==> src/rtl/rv32imf_rr_arbiter.sv <==
// Round-robin arbiter that grants one requester access to a shared resource.
// It issues a start handshake, holds the grant until done or timeout, then rotates priority.
module rv32imf_rr_arbiter #(
    parameter int NUM_REQ = 4,
    parameter int TIMEOUT = 64
) (
    input  logic                       clk_i,
    input  logic                       rst_i,
    input  logic [NUM_REQ-1:0]         req_i,
    output logic [NUM_REQ-1:0]         gnt_o,
    output logic [$clog2(NUM_REQ)-1:0] gnt_idx_o,
    output logic                       res_valid_o,
    input  logic                       res_ready_i,
    input  logic                       res_done_i,
    output logic                       busy_o,
    output logic                       timeout_o
);

    localparam int IDX_W = $clog2(NUM_REQ);
    // A zero-width counter is illegal, so keep one bit when the timeout is disabled.
    localparam int CNT_W = (TIMEOUT > 0) ? $clog2(TIMEOUT + 1) : 1;
    localparam logic [CNT_W-1:0] CNT_LAST = CNT_W'((TIMEOUT > 0) ? TIMEOUT - 1 : 0);
    localparam logic [IDX_W-1:0] IDX_LAST = IDX_W'(NUM_REQ - 1);

    typedef enum logic [1:0] {
        IDLE,
        ISSUE,
        BUSY
    } state_t;

    state_t           state_q;
    state_t           state_d;
    logic [IDX_W-1:0] ptr_q;
    logic [CNT_W-1:0] cnt_q;
    logic [IDX_W-1:0] win_idx;
    logic [IDX_W-1:0] hi_idx;
    logic [IDX_W-1:0] lo_idx;
    logic             hi_found;
    logic             release_grant;
    logic [IDX_W-1:0] ptr_next;

    // Prefer the lowest request at or above the pointer, else wrap to the lowest overall.
    always_comb begin
        hi_idx   = '0;
        lo_idx   = '0;
        hi_found = 1'b0;
        for (int i = NUM_REQ - 1; i >= 0; i--) begin
            if (req_i[i]) begin
                lo_idx = IDX_W'(i);
                if (i >= int'(ptr_q)) begin
                    hi_idx   = IDX_W'(i);
                    hi_found = 1'b1;
                end
            end
        end
        win_idx = hi_found ? hi_idx : lo_idx;
    end

    assign ptr_next = (gnt_idx_o == IDX_LAST) ? '0 : gnt_idx_o + IDX_W'(1);

    always_comb begin
        state_d       = state_q;
        res_valid_o   = 1'b0;
        timeout_o     = 1'b0;
        release_grant = 1'b0;
        busy_o        = (state_q != IDLE);
        case (state_q)
            IDLE: begin
                if (|req_i) begin
                    state_d = ISSUE;
                end
            end
            ISSUE: begin
                res_valid_o = 1'b1;
                if (res_ready_i) begin
                    state_d = BUSY;
                end
            end
            BUSY: begin
                // Done wins over a coinciding timeout, so no pulse is raised then.
                if (res_done_i) begin
                    state_d       = IDLE;
                    release_grant = 1'b1;
                end else if (TIMEOUT != 0 && cnt_q == CNT_LAST) begin
                    state_d       = IDLE;
                    release_grant = 1'b1;
                    timeout_o     = 1'b1;
                end
            end
            default: begin
                state_d = IDLE;
            end
        endcase
    end

    always_ff @(posedge clk_i) begin
        if (rst_i) begin
            state_q   <= IDLE;
            ptr_q     <= '0;
            cnt_q     <= '0;
            gnt_o     <= '0;
            gnt_idx_o <= '0;
        end else begin
            state_q <= state_d;
            if (state_q == IDLE && |req_i) begin
                gnt_idx_o <= win_idx;
                gnt_o     <= NUM_REQ'(1) << win_idx;
            end
            if (release_grant) begin
                gnt_o <= '0;
                ptr_q <= ptr_next;
            end
            // Counter is held at zero while issuing so it starts clean on BUSY entry.
            if (state_q == ISSUE) begin
                cnt_q <= '0;
            end else if (state_q == BUSY && state_d == BUSY) begin
                cnt_q <= cnt_q + CNT_W'(1);
            end
        end
    end

endmodule

==> config.mk <==
export PLATFORM = sky130hd
export DESIGN_NAME = rv32imf_rr_arbiter
export DESIGN_NICKNAME = d
export VERILOG_FILES = /design/src/rtl/rv32imf_rr_arbiter.sv
export SDC_FILE = /design/constraint.sdc
export NUM_CORES = 1
export LEC_CHECK = 0
export ABC_AREA = 1
export CAP_MARGIN = 20
export CORE_MARGIN = 2
export CORE_UTILIZATION = 45
export DETAILED_ROUTE_END_ITERATION = 10
export PLACE_DENSITY_LB_ADDON = 0.15
export SYNTH_ARGS = -nofsm -noshare
export SYNTH_HDL_FRONTEND = slang
export SYNTH_SLANG_ARGS = --single-unit
==> constraint.sdc <==
create_clock -name clk_i -period 1.08 [get_ports clk_i]
set_input_delay 0.162 -clock clk_i [delete_from_list [all_inputs] [get_ports clk_i]]
set_output_delay 0.162 -clock clk_i [all_outputs]
set_load 0.005 [all_outputs]
Word level (Yosys, flattened, before mapping)
Cells that the tools add are included.
{ "totals": {"regBits": 17, "output_inout_bits": 9, "word_cells": 53} }
{ "classes": {"add_sub_neg": 2, "n_lt_le_gt_ge": 3, "n_eq_ne": 5, "n_shift": 1, "mux": 30, "reduce_logical": 7} }
{ "ops": {"columns": ["operator", "count"], "rows": [
  ["$mux W2", 16],
  ["$mux W1", 13],
  ["$add A7 B1 Y7 const B", 1],
  ["$eq A7 B6 Y1 const B", 1],
  ["$eq A2 B2 Y1 const B", 3],
  ["$pmux W2 S3", 1],
  ["$ge A1 B2 Y1 const A", 2],
  ["$reduce_or A2 Y1", 2],
  ["$reduce_or A4 Y1", 1],
  ["$shl A1 B2 Y4 const A", 1],
  ["$add A2 B1 Y2 const B", 1],
  ["$eq A2 B1 Y1 const B", 1],
  ["$ge A2 B2 Y1 const A", 1],
  ["$logic_and A1 B1 Y1", 2],
  ["$logic_not A2 Y1", 1],
  ["$reduce_bool A2 Y1", 1]
]} }

Depth between registers and ports, before layout
{ "logic_depth": {"ltp_word": 9, "depth_mapped": 9, "mapped_depth_nobuf": 9} }

Least setup slack after synthesis
Ideal clock, no wire load.
{ "synth_timing": {"path_type": "reg2reg", "startpoint": "register cnt_q[0]", "endpoint": "register cnt_q[6]", "setup_time_ns": 0.110, "arrival_ns": 1.092, "setup_slack_ns": -0.123, "path_stages_with_launch": 10, "period_less_slack_ns": 1.203, "path_cell_list": "dfxtp_1 ha_1 nand2_1 inv_1 nand3_4 nand2_4 nor2_1 nand2_1 nand3_1 inv_1"} }
{ "synth_via": {"elab_chain_cells": 6, "word_cells_on_any_way": 7} }
{ "synth_rtl": {"columns": ["element", "line", "text"], "rows": [
  ["start: declaration", "34", "logic [CNT_W-1:0] cnt_q;"],
  ["start signal: assignment", "117", "cnt_q <= cnt_q + CNT_W'(1);"],
  ["$eq A7 B6 Y1", "84", "end else if (TIMEOUT != 0 && cnt_q == CNT_LAST) begin"],
  ["$mux W2", "84", null],
  ["$mux W2", "81", "if (res_done_i) begin"],
  ["$pmux W2 S3", "67", "case (state_q)"],
  ["$eq A2 B2 Y1", "116", "end else if (state_q == BUSY && state_d == BUSY) begin"],
  ["$logic_and A1 B1 Y1", "116", null]
]} }
Several ways; a longest one is shown, not always the timed one.
A chain may end at the register's enable or synchronous reset.

Final worst setup path
{ "layout_timing": {"startpoint": "register cnt_q[1]", "endpoint": "output port timeout_o"} }
{ "layout_via": {"elab_chain_cells": 4} }
{ "layout_rtl": {"columns": ["element", "line", "text"], "rows": [
  ["$eq A7 B6 Y1", "84", null],
  ["$mux W1", "84", null],
  ["$mux W1", "81", null],
  ["$mux W1", "67", null],
  ["end: declaration", "16", "output logic timeout_o"]
]} }
No other way between the ends.

==> results.yml <==
grt:
  grt-ovfl-total: 0
  grt_pass1_vias: 870
  grt_max_degree: 11
  grt_pass1_wl_mm: 3.57
  grt_usage_pct: 19.3
  antenna_found_initial: 0
timing:
  period_needed_ns: 1.39
  hold_ws_ns: 0.339
  fin_worst_skew_ns: 0.00490
  hold_violations: 0
  rsz0062_at_grt: "yes"
  slew_violations: 0
  setup_viol: 17
  tightest_slew_ns: 0.326
  fin_ws_ns: -0.309
  relSlewSlack_pct: 78.2
  tns_ns: -3.11
  fin_crit_sh_pct: 129
  max_freq_mhz: 720
floorplanning:
  core-area_sq_um: 1920
  rows: 16
  die_area_sq_um: 2380
  ios: 17
  start_util_pct: 47.0
  die_y_microns: 48.8
  die_w_microns: 48.8
yosys:
  ys_seq_area_share_pct: 37.7
  async_flop_share_pct: 0
  netlist.area_leader.share_pct: 37.7
  synthCells: 132
  synth_area_sq_um: 903
  synth-seq-cells: 17
  yosysUniqueCellTypes: 22
  yosysWarningCount: 0
  synthesis.nets: 142
  synth_most_common_cell: "nand2_1"
  synth.area.top_cells: "dfxtp_1 (38%), nand2_1 (12%), nor2_1 (10%)"
  synth_ff_type: "dfxtp_1"
  synth_area_per_cell_sq_um: 6.84
  synth_edf_count: 0
  yosysTopAreaCell: "dfxtp_1"
  netlist_top_cells_count: "nand2_1 (30), nor2_1 (24), inv_1 (21), dfxtp_1 (17), a21oi_1 (12)"
power_and_ir_drop:
  switchingPower_w: 0.000409
  ir_drop_v: 0.000867
  power.share.sequential_pct: 49.8
  p_per_area_nw_per_um2: 1000
  combPwrFrac_pct: 23.7
  internal_power_w: 0.000947
  p_leak_nw: 0.637
  pwr-share-clk_pct: 26.4
  swShare_pct: 30.2
critical_path:
  crit_fanout: 2
  crit_path_start_kind: "flip-flop"
  arrival_ns: 1.23
  required_ns: 0.92
  worstSetupPathType: "reg2out"
  endpoint_kind: "output port"
clock_tree:
  clkTransAtPathRegs_ns: 0.11
  clk_path_buf_depth: 2
  clock_sinks: 17
  cts_root_buf: "clkbuf_4"
  cts_tree: "yes"
  cts_hold_buf: 0
  cts_buffers: 3
  insertion_delay_ns: 0.30
  h-tree-depth: 1
run:
  drv_cap: 0
status:
  outcome: "finished, violations left"
  violations: "setup timing"
finish:
  layout.nets: 182
  fill_cells: 167
  regArea_sq_um: 357
  syn_to_final_growth_pct: 49.9
  multi_input_area_sq_um: 559
  drive_gt1_share_pct: 40.9
  diodes: 0
routing:
  wl_mm: 2.13
  route.detailed.drc: 0
  num_vias: 948
  viasPerCell: 4.79
  drt-pass1-iter-count: 4
  drt_iter0_markers: 15
  wl_per_cell_microns: 10.8
  drtAntennaViolNets: 0
place:
  place_congestion: 0.763
  port_buffers: 16
  hpwl_mm: 1.53
hold_path:
  hp-class: "in2reg"
path summary, 6_finish.rpt:
| check | start | slack [ns] | to | cells after the start |
|---|---|---|---|---|
| max reg2reg | state_q[1] | -0.28 | cnt_q[3] | 7 |
| min reg2reg | cnt_q[6] | 0.46 | cnt_q[6] | 2 |
| max | cnt_q[1] | -0.31 | timeout_o | 6 |
| min | req_i[0] | 0.34 | gnt_idx_o[1] | 4 |
worst max-delay path: stages (launching register included):
cell and delay, ns:
dfxtp_2 0.37, ha_4 0.15, nand2_4 0.05, inv_2 0.06, nand3_4 0.07, nor3_2 0.10
buf_2 0.13
layout make-up:
class,instances,area share (%)
Multi-Input combinational cell,92,41.3
Sequential cell,17,26.3
Timing Repair Buffer,35,21.0
Inverter,23,6.84
Tap cell,27,2.50
Clock buffer,3,1.66
Clock inverter,1,0.370
metal layers:
layer / up-vias / share of wire, % / routed length, microns / track usage, %
li1: 487 / - / - / -
met1: 440 / 45 / 964 / 23.5
met2: 17 / 50 / 1060 / 33.3
met3: 4 / 3.5 / 74 / 4.29
met4: 0 / 1.5 / 31 / 7.14
met5: - / 0 / 0 / 0
kinds of logic after synthesis:
logic type | count (synthesis) | share of synthesized area [%]
fa+ha+maj | 2 | 2.77
simple gates | 69 | 35.6
buf+inv | 23 | 9.83
compound gates | 19 | 12.2
flops | 17 | 37.7
xor+xnor | 2 | 1.94
power by group through the flow:
stage,sequential [W],combinational (W),clock (W)
floorplan,0.000689,0.000133,0
global placement,0.000687,0.000275,0
detailed placement,0.000688,0.000282,0
CTS,0.000675,0.000299,0.000363
global route,0.000679,0.000353,0.000378
finish,0.000676,0.000322,0.000359
placed cells by master, fill, tap and decap left out, types with 4 or more instances in the layout:
cell type	instances
buf_4	18
nor2_2	5
nand2_1	24
clkdlybuf4s50_1	4
nor2_1	18
nand2_2	8
dlygate4sd2_1	8
nand3_1	4
dfxtp_1	6
a21oi_1	9
a21oi_2	4
dfxtp_2	10
inv_1	17
what timing repair did:
action,CTS,global route
buffers inserted,3,1
resized for setup,48,6
endpoints found under the setup margin,24,20
pin swaps,7,4
sequential cells by signal, indices dropped and copies added, names as in the netlist:
signal	cells
cnt_q	7
state_q	2
gnt_o	4
gnt_idx_o	2
ptr_q	2
through the flow:
step	setup slack [ns]	util, %	total power [W]	area (sq um)	cells
CTS	-0.295	69.0	0.00134	1330	197
finish	-0.309	70.4	0.00136	1350	198
global route	-0.367	70.4	0.00141	1350	198
detailed placement	-0.408	64.1	0.000970	1230	190
floorplan	-0.0410	-	0.000821	925	132
global placement	-0.383	64.1	0.000962	1230	190
Note: power is estimated with default switching activity, not from simulation.
